--- config.mk ---
export PLATFORM = sky130hd
export DESIGN_NAME = sc_dbg_rptr_arb
export DESIGN_NICKNAME = d
export VERILOG_FILES = /design/src/rtl/sc_dbg_rptr_arb.sv
export SDC_FILE = /design/constraint.sdc
export NUM_CORES = 1
export LEC_CHECK = 0
export ABC_AREA = 1
export BUFFER_PORTS_ARGS = -buffer_cell sky130_fd_sc_hd__buf_2
export CORE_MARGIN = 3
export CORE_UTILIZATION = 35
export DETAILED_ROUTE_END_ITERATION = 16
export GPL_TIMING_DRIVEN = 0
export PLACE_DENSITY_LB_ADDON = 0.15
export RECOVER_POWER = 50
export SLEW_MARGIN = 30
export SYNTH_ARGS = -nofsm -noshare
export SYNTH_HDL_FRONTEND = slang
export SYNTH_SLANG_ARGS = --single-unit
--- constraint.sdc ---
create_clock -name rclk -period 2.74 [get_ports rclk]
set_clock_uncertainty 0.2 [all_clocks]
set_input_delay 0.685 -clock rclk [delete_from_list [all_inputs] [get_ports rclk]]
set_output_delay 0.685 -clock rclk [all_outputs]
set_load 0.01 [all_outputs]
--- src/rtl/sc_dbg_rptr_arb.sv ---
// L2 debug-bus repeater/arbiter: picks one valid channel per cycle (fixed priority or
// round-robin), carries it through a freezable STAGES-deep pipeline, and counts collisions.
module sc_dbg_rptr_arb #(
  parameter int NCH    = 4,
  parameter int DW     = 40,
  parameter int STAGES = 1,
  parameter int RR     = 0,
  parameter int SW     = 2
) (
  input  logic                  rclk,
  input  logic                  arst_l,
  input  logic [NCH*(DW+1)-1:0] dbgbus_in,
  input  logic                  freeze,
  input  logic                  clr_cnt,
  output logic [DW-1:0]         dbgbus_out,
  output logic                  dbgbus_vld,
  output logic [SW-1:0]         dbgbus_src,
  output logic [7:0]            collide_cnt
);

  localparam int EW = DW + SW + 1;

  if (NCH < 2 || NCH > 8) begin : g_bad_nch
    $error("sc_dbg_rptr_arb: NCH must be in 2..8");
  end
  if (STAGES < 1 || STAGES > 4) begin : g_bad_stages
    $error("sc_dbg_rptr_arb: STAGES must be in 1..4");
  end
  if (SW != $clog2(NCH)) begin : g_bad_sw
    $error("sc_dbg_rptr_arb: SW must equal clog2(NCH)");
  end

  logic [NCH-1:0] ch_vld;
  logic [DW-1:0]  ch_data [NCH];

  for (genvar g = 0; g < NCH; g++) begin : g_unpack
    assign ch_vld[g]  = dbgbus_in[g*(DW+1) + DW];
    assign ch_data[g] = dbgbus_in[g*(DW+1) +: DW];
  end

  logic [SW-1:0] ptr_q, ptr_d;
  logic [SW-1:0] base_c, idx_c;
  logic          win_vld;
  logic [SW-1:0] win_src;
  logic [DW-1:0] win_data;

  // Fixed priority is the same circular search anchored at channel 0.
  assign base_c = (RR != 0) ? ptr_q : '0;

  always_comb begin
    win_vld  = 1'b0;
    win_src  = '0;
    win_data = '0;
    idx_c    = '0;
    for (int k = 0; k < NCH; k++) begin
      idx_c = SW'((int'(base_c) + k) % NCH);
      if (!win_vld && ch_vld[idx_c]) begin
        win_vld  = 1'b1;
        win_src  = idx_c;
        win_data = ch_data[idx_c];
      end
    end
  end

  logic [3:0] nvld_c;
  logic       collide_c;

  always_comb begin
    nvld_c = '0;
    for (int i = 0; i < NCH; i++) begin
      nvld_c = nvld_c + {3'b000, ch_vld[i]};
    end
  end

  assign collide_c = (nvld_c > 4'd1);

  always_comb begin
    ptr_d = ptr_q;
    if (RR != 0 && !freeze && win_vld) begin
      ptr_d = (win_src == SW'(NCH - 1)) ? '0 : win_src + SW'(1);
    end
  end

  logic [7:0] cnt_q, cnt_d;

  always_comb begin
    cnt_d = cnt_q;
    if (clr_cnt) begin
      cnt_d = '0;
    end else if (collide_c && !freeze && cnt_q != 8'hFF) begin
      cnt_d = cnt_q + 8'd1;
    end
  end

  logic [EW-1:0] sel_d;
  logic [EW-1:0] pipe_q [STAGES];

  assign sel_d = {win_vld, win_src, win_data};

  // Stage boundary: select -> pipe_q[0] -> ... -> pipe_q[STAGES-1] (outputs).
  always_ff @(posedge rclk or negedge arst_l) begin
    if (!arst_l) begin
      for (int s = 0; s < STAGES; s++) begin
        pipe_q[s] <= '0;
      end
    end else if (!freeze) begin
      pipe_q[0] <= sel_d;
      for (int s = 1; s < STAGES; s++) begin
        pipe_q[s] <= pipe_q[s-1];
      end
    end
  end

  always_ff @(posedge rclk or negedge arst_l) begin
    if (!arst_l) begin
      ptr_q <= '0;
      cnt_q <= '0;
    end else begin
      ptr_q <= ptr_d;
      cnt_q <= cnt_d;
    end
  end

  assign {dbgbus_vld, dbgbus_src, dbgbus_out} = pipe_q[STAGES-1];
  assign collide_cnt = cnt_q;

endmodule

==> impl_metrics.py <==
metrics = {
    "power": {
        "power_density_nw_per_um2": 381,
        "ir_drop_uv": 283,
        "power_leakage_uw": 0.00327,
    },
    "place": {
        "post-dp-hpwl_um": 10600,
        "io_buffers": 218,
        "gp_congestion": 0.871,
    },
    "sta": {
        "fmax_mhz": 461,
        "hold_ws_ns": 0.310,
        "fin_setup_tns_ns": 0,
        "hold_viol": 0,
        "min_period_ns": 2.17,
        "tightestPinTransition_ns": 1.32,
        "slew_headroom": 0.122,
        "maxSlewViolCount": 0,
        "rsz0062_at_grt": "no",
        "finalSetupViolCount": 0,
        "post-route-period-util": 0.792,
    },
    "setup_path": {
        "cp.arrival_ns": 2.14,
        "crit_chain": "buf_2 > inv_1 > ha_1 > ha_1 > nand2_1 > nand2_1 > nand2_1 > inv_1 > nand2_2 > nand2_1 > nand2_1 > nand2_1",
        "cp_top_family": "simple AND/OR/NAND/NOR gates",
        "crit_required_ns": 2.71,
        "crit_buf_inv": 3,
        "critPathCaptureType": "register",
        "cp_slowest_cell": "ha_1",
        "cpPeakStageDelay_ns": 0.27,
        "path_max_fanout": 9,
        "worst_setup_path_start_kind": "input port",
        "critPathMostFrequentCell": "nand2_1",
        "crit_type": "in2reg",
    },
    "route": {
        "ant_nets": 0,
        "vias_per_cell": 4.46,
        "wirelength_um": 13600,
        "drtPass1Iterations": 4,
        "wl_per_cell_um": 13.2,
        "drt_iter0_drc": 224,
        "drc": 0,
        "vias": 4598,
    },
    "run_status": {
        "status": "completed",
    },
    "global_routing": {
        "grt_pass1_vias": 4285,
        "grt_first_pass_wirelength_um": 21200,
        "grt_usage": 0.198,
        "grt-ovfl-total": 0,
        "grt_max_degree": 52,
        "antenna_found_initial": 0,
    },
    "synthesis": {
        "synth.distinct_cells": 28,
        "synth_seq_cells": 51,
        "yosys.area.top_type_share": 0.301,
        "synthMostInstantiatedCell": "nand2_1",
        "synth_area_leaders": "dfrtp_1 30%, nand2_1 20%, nand3_1 11%, a21oi_2 8.3%, inv_1 8.0%",
        "synth.cell_area_um2": 4240,
        "yosys-top-cells-count": "228 x nand2_1, 91 x inv_1, 91 x nand3_1",
        "synth_nets": 836,
        "yosys.area.top_type": "dfrtp_1",
        "synthArstFlopShare": 1.00,
        "ys_warn_count": 0,
        "synth_ff_type": "dfrtp_1",
        "avgSynthCellArea_um2": 6.40,
        "ys_seq_area_frac": 0.301,
        "synth_edf_count": 0,
        "netlist_instances": 663,
    },
    "die": {
        "die_w_um": 116,
        "num_rows": 39,
        "start_util": 0.365,
        "coreArea_um2": 11600,
        "die-area_um2": 13500,
        "die_y_um": 116,
        "io-pin-count": 219,
    },
    "hold_path": {
        "hold_class": "reg2reg",
    },
    "clocking": {
        "htreeDepth": 2,
        "cts.sinks": 51,
        "cts_buffer_depth": 2,
        "cts_resized": 0,
        "clock-root-buffer": "clkbuf_16",
        "ctsHoldBuffers": 0,
        "clk_latency_ns": 0.28,
        "cts_setup_buffers": 0,
        "clk_pin_slew_worst_paths_ns": 0.06,
        "cts_buffers": 5,
        "cts_tree": "yes",
    },
    "layout": {
        "synthToLayoutAreaGrowth_pct": 32.4,
        "fin_util": 0.484,
        "drive_gt1_frac": 0.323,
        "diodes": 0,
        "nets": 1061,
    },
    "run": {
        "maxCapViolations": 0,
    },
}
==> sequential cells by signal, summed over array words and instances, names as in the netlist <==
name / count
collide_cnt: 8
pipe_q: 43
==> cells in the final DEF (no fill, tap or decap), types with 2 or more instances in the layout <==
master	n
nand2_1	228
buf_2	208
inv_1	91
nand3_1	91
nor2_1	55
dfrtp_1	51
a21oi_2	40
clkbuf_1	33
or2_1	22
or2_0	17
buf_6	11
nand3_2	7
clkbuf_2	5
ha_1	5
clkbuf_16	5
a21oi_1	4
nand2_2	2
nor2_4	2
==> path summary, 6_finish.rpt <==
kind                                                  from                          to  slack [ns]  cells past startpoint
worst min register to register      pipe_q[23]$_DFFE_PN0N_      pipe_q[23]$_DFFE_PN0N_        0.31                      2
worst min-delay path                pipe_q[23]$_DFFE_PN0N_      pipe_q[23]$_DFFE_PN0N_        0.31                      2
worst max-delay path                         dbgbus_in[40]  collide_cnt[3]$_DFFE_PN0P_        0.57                     12
worst max register to register  collide_cnt[1]$_DFFE_PN0P_  collide_cnt[3]$_DFFE_PN0P_        1.23                      8
min in group asynchronous                           arst_l      pipe_q[35]$_DFFE_PN0N_        0.48                      1
max in group asynchronous                           arst_l      pipe_q[23]$_DFFE_PN0N_        1.06                      1
==> power breakdown <==
group | leakage, uW | internal (uW) | switching (uW)
registers | 0.000608 | 832 | 43.4
logic | 0.00259 | 281 | 381
clock network | 0.0000679 | 339 | 268
==> routing by layer <==
metal  vias up  routed length, um  GRT usage
li1       2465                  -          -
met4         0                104     0.0333
met3         6               1090     0.0492
met5         -                  0          0
met1      1975               5990      0.255
met2       152               6390      0.343
==> area by class of cell <==
| cell class | count | area, um2 |
|---|---|---|
| clock buffers | 7 | 133 |
| multi-input cells | 480 | 2350 |
| clock inverters | 1 | 5.00 |
| repair buffers | 218 | 1060 |
| well taps | 143 | 179 |
| inverters | 92 | 345 |
| plain buffers | 40 | 272 |
| fillers | 1332 | 5990 |
| flip-flops and latches | 51 | 1280 |
==> kinds of logic after synthesis <==
family,synth area share
simple gates,0.447
fa+ha+maj,0.0147
flops,0.301
buf+inv,0.145
compound gates,0.0899
xor+xnor,0.00206
==> per-stage QoR <==
stage | worst slack (ns) | total power, uW | cells | instance area [um2]
finish | 0.570 | 2140 | 1032 | 5620
global route | 0.440 | 2300 | 1032 | 5620
CTS | 0.573 | 2190 | 1032 | 5650
detailed placement | 0.274 | 1570 | 1024 | 5520
global placement | 0.253 | 1570 | 1024 | 5510
floorplan | 0.617 | 1270 | 663 | 4240
==> worst register-to-register path, cell delays in order, from the launching register on <==
cell	delay (ns)
dfrtp_1	0.39
ha_1	0.20
nand2_1	0.07
nor2_1	0.08
nand3_1	0.08
nand2_2	0.16
nand2_1	0.09
nand2_1	0.06
nand2_1	0.05
(Power assumes the default switching activity.)
